`config.mk`:
```
export PLATFORM = sky130hd
export DESIGN_NAME = sap_core_param
export DESIGN_NICKNAME = d
export VERILOG_FILES = /design/src/rtl/sap_core_param.sv
export SDC_FILE = /design/constraint.sdc
export NUM_CORES = 1
export LEC_CHECK = 0
export CAP_MARGIN = 15
export CORE_UTILIZATION = 40
export DETAILED_ROUTE_END_ITERATION = 7
export HOLD_SLACK_MARGIN = 0.06
export PLACE_DENSITY = 0.54
export SLEW_MARGIN = 20
export SYNTH_ARGS = -nofsm -noshare
export SYNTH_HDL_FRONTEND = slang
export SYNTH_SLANG_ARGS = --single-unit
```
`constraint.sdc`:
```
create_clock -name clock -period 10.6 [get_ports clock]
set_input_delay 1.06 -clock clock [delete_from_list [all_inputs] [get_ports clock]]
set_output_delay 1.06 -clock clock [all_outputs]
set_load 0.1 [all_outputs]
```
`src/rtl/sap_core_param.sv`:
```
// sap_core_param: width-generic SAP-1 style core (fetch/execute FSM, RAM, host program-load port).
// Optional single-step control (step_mode/step inputs, PAUSE state) is enabled by defining SAP_CORE_STEP_EN.
module sap_core_param #(
   parameter int DATA_W = 8,
   parameter int ADDR_W = 4
) (
   input  logic              clock,
   input  logic              clear,
   input  logic              run,
   input  logic              prog_we,
   input  logic [ADDR_W-1:0] prog_addr,
   input  logic [DATA_W-1:0] prog_data,
`ifdef SAP_CORE_STEP_EN
   input  logic              step_mode,
   input  logic              step,
`endif
   output logic [DATA_W-1:0] out_data,
   output logic              out_valid,
   output logic              halted,
   output logic [ADDR_W-1:0] pc_dbg
);

   localparam int DEPTH = 1 << ADDR_W;

   localparam logic [3:0] OP_LDA = 4'h0;
   localparam logic [3:0] OP_ADD = 4'h1;
   localparam logic [3:0] OP_SUB = 4'h2;
   localparam logic [3:0] OP_STA = 4'h3;
   localparam logic [3:0] OP_LDI = 4'h4;
   localparam logic [3:0] OP_JMP = 4'h5;
   localparam logic [3:0] OP_JC  = 4'h6;
   localparam logic [3:0] OP_JZ  = 4'h7;
   localparam logic [3:0] OP_OUT = 4'hE;
   localparam logic [3:0] OP_HLT = 4'hF;

   typedef enum logic [2:0] {
      S_IDLE  = 3'd0,
      S_F1    = 3'd1,
      S_F2    = 3'd2,
      S_E1    = 3'd3,
      S_E2    = 3'd4,
      S_HALT  = 3'd5
`ifdef SAP_CORE_STEP_EN
      , S_PAUSE = 3'd6
`endif
   } state_t;

   state_t            state_q;
   logic [ADDR_W-1:0] pc_q;
   logic [ADDR_W-1:0] mar_q;
   logic [DATA_W-1:0] ir_q;
   logic [DATA_W-1:0] a_q;
   logic [DATA_W-1:0] out_q;
   logic              c_q;
   logic              z_q;
   logic              out_valid_q;
   logic              halted_q;
   logic [DATA_W-1:0] mem_q [DEPTH];

   logic [DATA_W-1:0] ram_rd;
   logic [3:0]        opcode;
   logic [ADDR_W-1:0] operand;
   logic [DATA_W-1:0] imm;
   logic [DATA_W:0]   add_res;
   logic [DATA_W:0]   sub_res;
   logic              load_ok;
   state_t            fetch_state;
   logic              ram_we;
   logic [ADDR_W-1:0] ram_waddr;
   logic [DATA_W-1:0] ram_wdata;

   assign ram_rd  = mem_q[mar_q];
   assign opcode  = ir_q[DATA_W-1 -: 4];
   assign operand = ir_q[ADDR_W-1:0];
   assign imm     = DATA_W'(operand);
   // SUB is A + ~M + 1, so the carry out reads as "no borrow".
   assign add_res = {1'b0, a_q} + {1'b0, ram_rd};
   assign sub_res = {1'b0, a_q} + {1'b0, ~ram_rd} + (DATA_W+1)'(1);
   assign load_ok = (state_q == S_IDLE) || (state_q == S_HALT);

`ifdef SAP_CORE_STEP_EN
   assign fetch_state = step_mode ? S_PAUSE : S_F1;
`else
   assign fetch_state = S_F1;
`endif

   // Host loads and STA share the single RAM write port; they never overlap in state.
   always_comb begin
      ram_we    = 1'b0;
      ram_waddr = prog_addr;
      ram_wdata = prog_data;
      if (load_ok && prog_we) begin
         ram_we = 1'b1;
      end else if (state_q == S_E2 && opcode == OP_STA) begin
         ram_we    = 1'b1;
         ram_waddr = mar_q;
         ram_wdata = a_q;
      end
   end

   always_ff @(posedge clock) begin
      if (ram_we) mem_q[ram_waddr] <= ram_wdata;
   end

   always_ff @(posedge clock or negedge clear) begin
      if (!clear) begin
         state_q     <= S_IDLE;
         pc_q        <= '0;
         mar_q       <= '0;
         ir_q        <= '0;
         a_q         <= '0;
         c_q         <= 1'b0;
         z_q         <= 1'b0;
         out_q       <= '0;
         out_valid_q <= 1'b0;
         halted_q    <= 1'b0;
      end else begin
         out_valid_q <= 1'b0;
         case (state_q)
            S_IDLE, S_HALT: begin
               if (run) begin
                  pc_q     <= '0;
                  a_q      <= '0;
                  c_q      <= 1'b0;
                  z_q      <= 1'b0;
                  halted_q <= 1'b0;
                  state_q  <= S_F1;
               end
            end
            S_F1: begin
               mar_q   <= pc_q;
               state_q <= S_F2;
            end
            S_F2: begin
               ir_q    <= ram_rd;
               pc_q    <= pc_q + ADDR_W'(1);
               state_q <= S_E1;
            end
            S_E1: begin
               state_q <= fetch_state;
               case (opcode)
                  OP_LDA, OP_ADD, OP_SUB, OP_STA: begin
                     mar_q   <= operand;
                     state_q <= S_E2;
                  end
                  OP_LDI: a_q <= imm;
                  OP_JMP: pc_q <= operand;
                  OP_JC:  if (c_q) pc_q <= operand;
                  OP_JZ:  if (z_q) pc_q <= operand;
                  OP_OUT: begin
                     out_q       <= a_q;
                     out_valid_q <= 1'b1;
                  end
                  OP_HLT: begin
                     state_q  <= S_HALT;
                     halted_q <= 1'b1;
                  end
                  default: ;
               endcase
            end
            S_E2: begin
               state_q <= fetch_state;
               case (opcode)
                  OP_LDA: begin
                     a_q <= ram_rd;
                     z_q <= (ram_rd == '0);
                  end
                  OP_ADD: begin
                     a_q <= add_res[DATA_W-1:0];
                     c_q <= add_res[DATA_W];
                     z_q <= (add_res[DATA_W-1:0] == '0);
                  end
                  OP_SUB: begin
                     a_q <= sub_res[DATA_W-1:0];
                     c_q <= sub_res[DATA_W];
                     z_q <= (sub_res[DATA_W-1:0] == '0);
                  end
                  default: ;
               endcase
            end
`ifdef SAP_CORE_STEP_EN
            S_PAUSE: begin
               if (step) state_q <= S_F1;
            end
`endif
            default: state_q <= S_IDLE;
         endcase
      end
   end

   // out_valid is a one-cycle strobe with no back-pressure: a consumer must take out_data that cycle.
   assign out_data  = out_q;
   assign out_valid = out_valid_q;
   assign halted    = halted_q;
   assign pc_dbg    = pc_q;

endmodule

```
; ---- Word-level counts from Yosys, hierarchy flattened
; Memories as Yosys holds them, arrays and structs flattened.
; Index checks and enable logic that the tools add are counted.
[word_totals]
reg_bits = 39
mem_bits_rw = 128
inputBits = 16
out_inout_bits = 14
word_cells = 92
mem_count = 1
[op_classes]
addsub = 4
eq_ne = 23
muxes = 31
bitwise = 1
reduce_logical = 22
[memory_table]
columns = name, words, width, read_ports, rd_clocked_by_memory_dff, write_ports, line
row1 = mem_q, 16, 8, 1, 0, 1, 58  ; logic [DATA_W-1:0] mem_q [DEPTH];
[op_table]
columns = operator, count
row1 = 8-bit one-hot mux with 3 select lines, 2
row2 = 8-bit two-way mux, 4
row3 = 8-bit logical NOT, 3
row4 = 4-bit two-way mux, 6
row5 = 4-bit one-hot mux with 3 select lines, 2
row6 = 8-bit by 8-bit adder with 9-bit output, 2
row7 = "4-bit by 3-bit == test with 1-bit output, second input constant", 4
row8 = 3-bit one-hot mux with 5 select lines, 1
row9 = "9-bit by 1-bit adder with 9-bit output, second input constant", 1
row10 = 3-bit AND reduction, 3
row11 = "4-bit by 2-bit == test with 1-bit output, second input constant", 2
row12 = "4-bit == test, second input constant", 2
row13 = 1-bit two-way mux, 8
row14 = 8-bit NOT, 1
row15 = 1-bit one-hot mux with 2 select lines, 4
row16 = 4-bit one-hot mux with 2 select lines, 1
row17 = "3-bit by 2-bit == test with 1-bit output, second input constant", 2
row18 = "3-bit == test, second input constant", 2
row19 = "2-bit by 1-bit != test with 1-bit output, second input constant", 3
row20 = "3-bit != test, second input constant", 2
row21 = 3-bit one-hot mux with 2 select lines, 1
row22 = 2-bit nonzero test, 3
row23 = 3-bit nonzero test, 2
row24 = 5-bit AND reduction, 1
row25 = other kinds (17), 19

; ---- Logic depth before layout (Yosys ltp)
; An unclocked memory read counts as a cell.
[logic_depth]
ltp_word = 7
mapped_depth = 15
depth_no_buf = 12

; ---- Worst setup path before layout
; Ideal clock, no wire load.
[synth_timing]
path_type = register to register
from = register mar_q[1]
to = register z_q
setup_ns = 0.082
t_arrival_ns = 3.245
required_time_ns = 10.518
path_slack_ns = 7.273
stages_incl_launch_ff = 13
n_path_buf = 1
synth_period_minus_slack_ns = 3.327
path_cell_list = dfrtp_1 -> buf_2 -> mux4_2 -> mux4_2 -> ha_1 -> fa_1 -> nand2b_1 -> a21oi_1 -> a21o_1 -> a21o_1 -> xnor2_1 -> o311a_1 -> a22oi_2
[synth_between]
elab_chain_cells = 7
word_cells_on_any_way = 10
cone_classes = add/sub (3) / mux (2) / bitwise (1) / reduce/logical (3) / memory (1)
[synth_lines]
columns = element, line
row1 = start: declaration, 50  ; logic [ADDR_W-1:0] mar_q;
row2 = start signal: assignment, 131  ; mar_q <= pc_q;
row3 = start signal: assignment, 143  ; mar_q <= operand;
row4 = memory read 16 x 8 bit *, -
row5 = net ram_rd[0], 60  ; logic [DATA_W-1:0] ram_rd;
row6 = 8-bit NOT, 78  ; assign sub_res = {1'b0, a_q} + {1'b0, ~ram_rd} + (DATA_W+1)'(1);
row7 = 8-bit by 8-bit adder with 9-bit output, 78
row8 = 9-bit by 1-bit adder with 9-bit output, 78
row9 = 8-bit logical NOT, 176  ; z_q <= (sub_res[DATA_W-1:0] == '0);
row10 = 1-bit one-hot mux with 3 select lines *, 163  ; case (opcode)
row11 = 1-bit one-hot mux with 2 select lines *, 119  ; case (state_q)
row12 = end signal: assignment, 166  ; z_q <= (ram_rd == '0);
row13 = end signal: assignment, 171  ; z_q <= (add_res[DATA_W-1:0] == '0);
row14 = end signal: assignment, 176
row15 = end: declaration, 55  ; logic z_q;
; The timed path passes the listed nets; every way through them passes the cells marked *.
; A chain may end at the register's enable or synchronous reset.

; ---- Worst setup path in the final report
[layout_timing]
from = register mar_q[0]
to = register c_q
[layout_between]
elab_chain_cells = 6
word_cells_on_any_way = 7
cone_classes = add/sub (3) / mux (2) / bitwise (1) / memory (1)
[layout_lines]
columns = element, line
row1 = memory read 16 x 8 bit *, -
row2 = net ram_rd[2], 60
row3 = 8-bit NOT, 78
row4 = 8-bit by 8-bit adder with 9-bit output, 78
row5 = 9-bit by 1-bit adder with 9-bit output, 78
row6 = 1-bit one-hot mux with 2 select lines *, 163
row7 = 1-bit one-hot mux with 2 select lines *, 119
row8 = end signal: assignment, 170  ; c_q <= add_res[DATA_W];
row9 = end signal: assignment, 175  ; c_q <= sub_res[DATA_W];
row10 = end: declaration, 54  ; logic c_q;
; Marks and branches as above.

==> results.py <==
metrics = {
    "sta": {
        "relSlewSlack_pct": 33.0,
        "setup_viol": 0,
        "finalCriticalPeriod_ps": 3980,
        "whs_ps": 512,
        "rsz0062_at_grt": "no",
        "tns_ps": 0,
        "skew_ps": 22.0,
        "fin_crit_sh_pct": 37.6,
        "drv_slew": 0,
        "tightest_slew_ps": 1000,
        "hold_viol": 0,
        "fmax_ghz": 0.251,
    },
    "synthesis": {
        "synth_largest_area_cell": "edfxtp_1",
        "synthTopCellsByCount": "edfxtp_1 (128), nor2_1 (54), nand2_1 (40)",
        "synth_area_um2": 7890,
        "synthDistinctLibCells": 65,
        "syn_nets": 596,
        "async_reset_ff_share_pct": 23.4,
        "synth_cells": 561,
        "synth_top_area_share_pct": 48.7,
        "ys_top_cells_by_area": "edfxtp_1 (49%), dfrtp_1 (12%), mux4_2 (6.3%)",
        "synth_seq_cells": 167,
        "yosysMostFrequentCell": "edfxtp_1",
        "yosysSeqAreaShare_pct": 61.1,
        "synth_edf_count": 128,
        "yosys_warnings": 0,
        "avgSynthCellArea_um2": 14.1,
        "ys.flop_type": "edfxtp_1",
    },
    "clock_tree": {
        "cts_sinks": 167,
        "ctsHoldBuffers": 0,
        "max-clock-path-buffers": 2,
        "numCtsBuffers": 17,
        "cts_tree": "done",
        "htree_num_levels": 4,
        "worst_skew_pair.late_latency_ps": 440,
        "path_clk_slew_ps": 70,
        "cts_resized": 0,
        "cts_root_buf": "clkbuf_16",
        "cts_setup_buffers": 0,
    },
    "critical_path": {
        "critical_path_peak_fanout": 34,
        "cp-endpoint": "c_q",
        "reg2reg_slack_ps": 6620,
        "start_kind": "flop",
        "criticalPathCategory": "reg -> reg",
        "crit_arrival_ps": 4290,
        "timing.rr.end": "c_q",
        "worstPathRequired_ps": 10900,
        "r2r_cells": 13,
        "reg2reg_from": "mar_q[0]",
        "cp-end-kind": "flop",
        "cp-startpoint": "mar_q[0]",
    },
    "power_and_ir_drop": {
        "p_sw_share_pct": 41.3,
        "p_int_uw": 1630,
        "clkPwrFrac_pct": 23.3,
        "power_frac_comb_pct": 45.1,
        "irDropWorstVdd_mv": 0.128,
        "switching_power_uw": 1140,
        "power.density_nw_per_um2": 308,
        "cellLeakagePower_uw": 0.00322,
        "seqPwrFrac_pct": 31.7,
        "power_uw": 2770,
    },
    "floorplan": {
        "start_util_pct": 41.5,
        "num_rows": 50,
        "dieArea_um2": 20300,
        "die_width_um": 142,
        "io_pins": 30,
        "core_area_um2": 19000,
        "die_h_um": 142,
    },
    "global_route": {
        "grt_use_total_pct": 20.3,
        "grt_antenna_before_repair": 0,
        "grt_max_degree": 40,
        "grt.overflow.total": 0,
        "grt_first_pass_wirelength_um": 29700,
        "grt_pass1_vias": 5006,
    },
    "route": {
        "wl_um": 19200,
        "dr.first_iter.drc_count": 275,
        "wl_met3_um": 571,
        "wire_per_inst_um": 22.3,
        "via_count": 4807,
        "detail-route-antenna-nets": 0,
        "viasPerCell": 5.59,
        "route.detailed.drc": 0,
        "wl_met1_um": 8690,
        "drt_pass1_iterations": 5,
        "met2_length_um": 9670,
        "top_layer_used": "met4",
    },
    "outcome": {
        "status": "completed",
    },
    "place": {
        "dp_hpwl_um": 13000,
        "io_buffers": 29,
        "gp_congestion": 0.839,
    },
    "min_path": {
        "hold_path.class": "reg -> reg",
    },
    "final_layout": {
        "antenna-diode-count": 0,
        "area_growth_pct": 14.1,
        "final_nets": 622,
        "drive_gt1_share_pct": 14.3,
    },
    "run": {
        "drv_cap": 0,
    },
}
cell type report:
cell class | instances | area (um2)
Fill cell | 1698 | 10000
Sequential cell | 167 | 4820
Multi-Input combinational cell | 348 | 2850
Clock buffer | 20 | 437
Timing Repair Buffer | 35 | 330
Tap cell | 260 | 325
Clock inverter | 12 | 166
Inverter | 18 | 67.6
sequential cells by signal (all words and copies together) (netlist names):
signal / flops
c_q: 1
a_q: 8
mem_q: 128
mar_q: 4
ir_q: 8
halted: 1
state_q: 3
z_q: 1
pc_dbg: 4
out_valid: 1
out_data: 8
layer usage:
metal / vias to the layer above / GRT usage [%]
li1: 2209 / -
met3: 17 / 3.87
met5: - / 0
met4: 0 / 5.72
met1: 2485 / 26.5
met2: 96 / 34.6
per-stage QoR:
step,std cells,util [%],instance area (um2),setup slack [ps]
floorplan,561,-,7890,7270
global placement,828,44.1,8390,6620
detailed placement,828,44.1,8390,6550
CTS,860,47.3,9000,6550
global route,860,47.3,9000,6420
finish,860,47.3,9000,6620
critical path: stages, from the launching register on:
cell and delay [ps]:
dfrtp_2 340, buf_4 490, mux4_2 580, a22oi_1 300, nand2_2 170, inv_1 120, ha_1 320, nand2b_1 110
a21oi_1 90, a21o_1 190, a21o_1 200, a21o_1 200, a2111oi_0 590, o31ai_1 150
how the worst min path moves through the flow:
stage,from,to,slack (ps),cells after the start
final,out_data[4],out_data[4],510,1
after global placement,ir_q[1],ir_q[1],490,2
after detailed placement,out_data[3],out_data[3],500,1
after CTS,out_data[3],out_data[3],510,1
after floorplan,ir_q[1],ir_q[1],470,2
after global routing,out_data[2],out_data[2],540,1
cell families after synthesis:
logic type / after synthesis / synth area share, %
fa+ha+maj: 19 / 3.20
xor+xnor: 13 / 1.44
compound gates: 115 / 9.76
mux: 52 / 12.6
simple gates: 149 / 9.09
buf+inv: 46 / 2.76
flops: 167 / 61.1
power by group through the flow:
| stage | registers [uW] | clock network, uW | logic [uW] |
|---|---|---|---|
| after global routing | 889 | 681 | 1370 |
| after global placement | 888 | 0 | 1240 |
| final | 876 | 644 | 1250 |
| after detailed placement | 890 | 0 | 1250 |
| after CTS | 877 | 655 | 1260 |
| after floorplan | 918 | 0 | 907 |
cell usage in the layout, fill, tap and decap left out, types with 13 or more instances in the layout:
| cell | netlist | routed |
|---|---|---|
| edfxtp_1 | 128 | 128 |
| nor2_1 | 54 | 54 |
| nand2_1 | 40 | 40 |
| dfrtp_1 | 39 | 38 |
| a21oi_1 | 28 | 28 |
| clkdlybuf4s50_1 | 0 | 28 |
| o21ai_0 | 25 | 25 |
| mux4_2 | 22 | 22 |
| inv_1 | 18 | 18 |
| mux2_2 | 17 | 17 |
| ha_1 | 17 | 17 |
| clkbuf_16 | 0 | 17 |
| a22oi_1 | 13 | 13 |
(Power assumes the default switching activity.)
==> variant 1 (same flow settings) <==
The parameter `DATA_W` goes from 8 to 12.
--- a/src/rtl/sap_core_param.sv
+++ b/src/rtl/sap_core_param.sv
@@ -1,7 +1,7 @@
 // sap_core_param: width-generic SAP-1 style core (fetch/execute FSM, RAM, host program-load port).
 // Optional single-step control (step_mode/step inputs, PAUSE state) is enabled by defining SAP_CORE_STEP_EN.
 module sap_core_param #(
-   parameter int DATA_W = 8,
+   parameter int DATA_W = 12,
    parameter int ADDR_W = 4
 ) (
    input  logic              clock,
Interface: changed (resized out_data and prog_data); port bits go from 30 to 38. The function was not compared with the original's and may differ.
==> variant 1 against the unedited design <==
  * Utilization shrank 0.15 points
  * Sequential cell count is 72 higher
  * Clock power up 50%
  * Critical path depth up 2
  * Cell count up 41%
  * Power up 48%
  * Setup slack worse by 1.2 ns
  * Count of clock-buffer cells in the layout rose by 7
  * Wire length grew 53%
  * Die area increased by 41%
  * Cell area is 42% higher
  * Worst hold slack lost 0.0055 ns
  * Area after synthesis increased by 41%
  * Clock skew is 0.013 ns lower
==> variant 1: results (changes against the unedited design) <==
Status: finished clean
Worst-Skew Late Latency: 0.54 ns (+0.10 ns)
Crit path to: z_q
Syn Nets: 834 (+40%)
Total GRT Usage: 21.1% (+0.72 points)
XOR/XNOR Fraction of Synth Area: 1.57% (+0.13 points)
Worst reg2reg path depth: 15 (+2)
Seq pwr share: 31.3% (-0.4 points)
Hold worst-path end: out_data[3]
Clock Path Buffers: 3 (+1)
Lkg Pwr: 4.57 nW (+42%)
Share of cells above drive strength 1: 17.5% (+3.2 points)
Worst R2R Setup Slack: 5.37 ns (-1.24 ns)
Num CTS Buffers: 26 (+9)
Met2 WL: 14500 um (+50%)
CP Launch Point: mar_q[1]
Seq/Total Area, Yosys: 62.2% (+1.1 points)
Synth Area in Compound Gates: 10.2% (+0.41 points)
VDD IR max: 0.143 mV (+11%)
Worst slew pin tran: 1.12 ns (+0.116 ns)
Multiplexer share of the synthesized area: 11.2% (-1.4 points)
Synth cell types: 72 (+11%)
Asr flop ratio synth: 19.7% (-3.7 points)
Largest net degree at the start of global routing: 48 (+20%)
Gpl congestion: 0.962 (+15%)
Drt first-iter violations: 625 (+130%)
Combinational power share: 45.2% (about the same)
Inverter count: 19 (+1)
Area occupied by multi-input gates: 3970 um2 (+39%)
Crit path arrival time: 5.68 ns (+1.39 ns)
Sink Count: 239 (+43%)
Nonclk buf count: 47 (+34%)
Max incr delay on CP: 0.73 ns (+0.14 ns)
Routed wire length: 29400 um (+53%)
-- variant 1: changes by cell type in the layout (fill, tap and decap cells not counted), moves of 8 or more --
cell / delta
clkbuf_16: +9
clkdlybuf4s50_1: +8
edfxtp_1: +64
ha_1: +8
mux2i_1: +9
mux4_1: -11
mux4_2: +22
nand2_1: +39
nor2_1: -11
nor2_2: +13
nor3_1: +8
o21ai_0: +11
o22ai_1: +10
xnor2_1: +8
-- variant 1: through the flow --
step / power [mW] / setup slack, ns / hold slack (ns) / std cells / area [um2]
floorplan: 2.64 / 6.59 / 0.472 / 787 / 11200
global placement: 3.14 / 5.49 / 0.493 / 1164 / 11900
detailed placement: 3.14 / 5.47 / 0.499 / 1164 / 11900
CTS: 4.11 / 5.45 / 0.513 / 1212 / 12800
global route: 4.32 / 5.12 / 0.530 / 1212 / 12800
finish: 4.11 / 5.37 / 0.506 / 1212 / 12800
==> variant 2 (same settings) <==
Without the edit above. Register the inputs `run`, `prog_we`, `prog_addr` and `prog_data` before use, cleared by the reset. The logic sees them one clock later.
--- a/src/rtl/sap_core_param.sv
+++ b/src/rtl/sap_core_param.sv
@@ -45,6 +45,25 @@
 `endif
    } state_t;
 
+   logic run_q;
+   logic prog_we_q;
+   logic [ADDR_W-1:0] prog_addr_q;
+   logic [DATA_W-1:0] prog_data_q;
+
+   always_ff @(posedge clock or negedge clear) begin
+      if (!clear) begin
+         run_q       <= '0;
+         prog_we_q   <= '0;
+         prog_addr_q <= '0;
+         prog_data_q <= '0;
+      end else begin
+         run_q       <= run;
+         prog_we_q   <= prog_we;
+         prog_addr_q <= prog_addr;
+         prog_data_q <= prog_data;
+      end
+   end
+
    state_t            state_q;
    logic [ADDR_W-1:0] pc_q;
    logic [ADDR_W-1:0] mar_q;
@@ -87,9 +106,9 @@
    // Host loads and STA share the single RAM write port; they never overlap in state.
    always_comb begin
       ram_we    = 1'b0;
-      ram_waddr = prog_addr;
-      ram_wdata = prog_data;
-      if (load_ok && prog_we) begin
+      ram_waddr = prog_addr_q;
+      ram_wdata = prog_data_q;
+      if (load_ok && prog_we_q) begin
          ram_we = 1'b1;
       end else if (state_q == S_E2 && opcode == OP_STA) begin
          ram_we    = 1'b1;
@@ -118,7 +137,7 @@
          out_valid_q <= 1'b0;
          case (state_q)
             S_IDLE, S_HALT: begin
-               if (run) begin
+               if (run_q) begin
                   pc_q     <= '0;
                   a_q      <= '0;
                   c_q      <= 1'b0;
Check against the original RTL: not equivalent (Yosys sat finds a counterexample within 4 cycles, from zero or initial values).
==> variant 2 against the unedited design <==
  * Clock power shrank 3.9%
  * First-iteration DRC count up 49%
  * Power rose by 12%
  * Area after synthesis up 5.9%
  * Critical endpoint is now z_q
  * Cell area is 5.3% higher
  * Sequential share of layout area up 1.0 points
  * Cell count increased by 7.4%
  * Sequential cell count up 14
  * Wire length is 6.9% higher
  * Die area increased by 5.8%
  * Worst hold slack improved by 0.0020 ns
  * Utilization is 0.79 points lower
  * Critical path type unchanged
  * Setup slack got worse by 0.51 ns
  * Critical path depth is the same
==> variant 2: results (changes against the unedited design) <==
DP Area: 8890 um2 (+5.9%)
Drt first-iter violations: 410 (+49%)
Max incr delay on CP: 0.63 ns (+0.04 ns)
Area contributors post-synth: edfxtp_1 46%, dfrtp_1 16%, mux4_2 8.9%, nand2_1 2.7%, ha_1 2.5%
Final nets: 677 (+8.8%)
First-pass GRT wire length: 31800 um (+7.1%)
Cell Count, Final, Fillers Out: 924 (+7.4%)
Dpl cells: 893 (+7.9%)
Hold path startpoint: out_data[5]
VDD IR max: 0.122 mV (-5.2%)
Total GRT Usage: 20.1% (-0.23 points)
DR pass1 iterations: 6 (+1)
Min Hold Slack: 0.514 ns (+0.00205 ns)
Synth top cells by count: 128 x edfxtp_1, 61 x nand2_1, 53 x dfrtp_1, 49 x nor2_1, 35 x o21ai_0
Asr flop ratio synth: 29.3% (+5.9 points)
Hold worst-path end: out_data[5]
Lkg Pwr: 3.38 nW (+5.1%)
Status: finished clean
Sw frac: 44.6% (+3.3 points)
DPL Wire Length: 14000 um (+7.7%)
Fillcell total: 1790 (+5.4%)
Vias in the first global route: 5294 (+5.8%)
Share of cells above drive strength 1: 14.7% (+0.35 points)
Worst R2R Setup Slack: 6.10 ns (-0.51 ns)
Largest net degree at the start of global routing: 54 (+35%)
Flop+latch power: 0.948 mW (+8.2%)
Syn Nets: 651 (+9.2%)
[variant 2: cell families (layout without fill, tap and decap cells)]
logic type	Yosys count	count (layout)	synth area share, %
xor gates and xnor gates	3	3	0.315
and+or+nand+nor	182	182	10.4
adders and majority gates	19	19	3.03
DFF	181	181	61.9
AOI/OAI and AO/OA	133	133	11.0
buffers and inverters	52	90	2.68
muxes	46	46	10.6
[variant 2: per-layer routing]
metal	global-route usage (%)	share of wire (%)
met1	27.2	44
met5	0	0
met3	3.72	4.2
met4	5.68	1.7
met2	33.2	50
[variant 2: cell type report]
class | count | area (um2) | share of cell area [%]
Multi-Input combinational cell | 383 | 2950 | 31.2
Clock buffer | 17 | 425 | 4.49
Sequential cell | 181 | 5170 | 54.6
Inverter | 22 | 82.6 | 0.872
Tap cell | 270 | 338 | 3.57
Clock inverter | 14 | 156 | 1.65
Timing Repair Buffer | 37 | 345 | 3.65
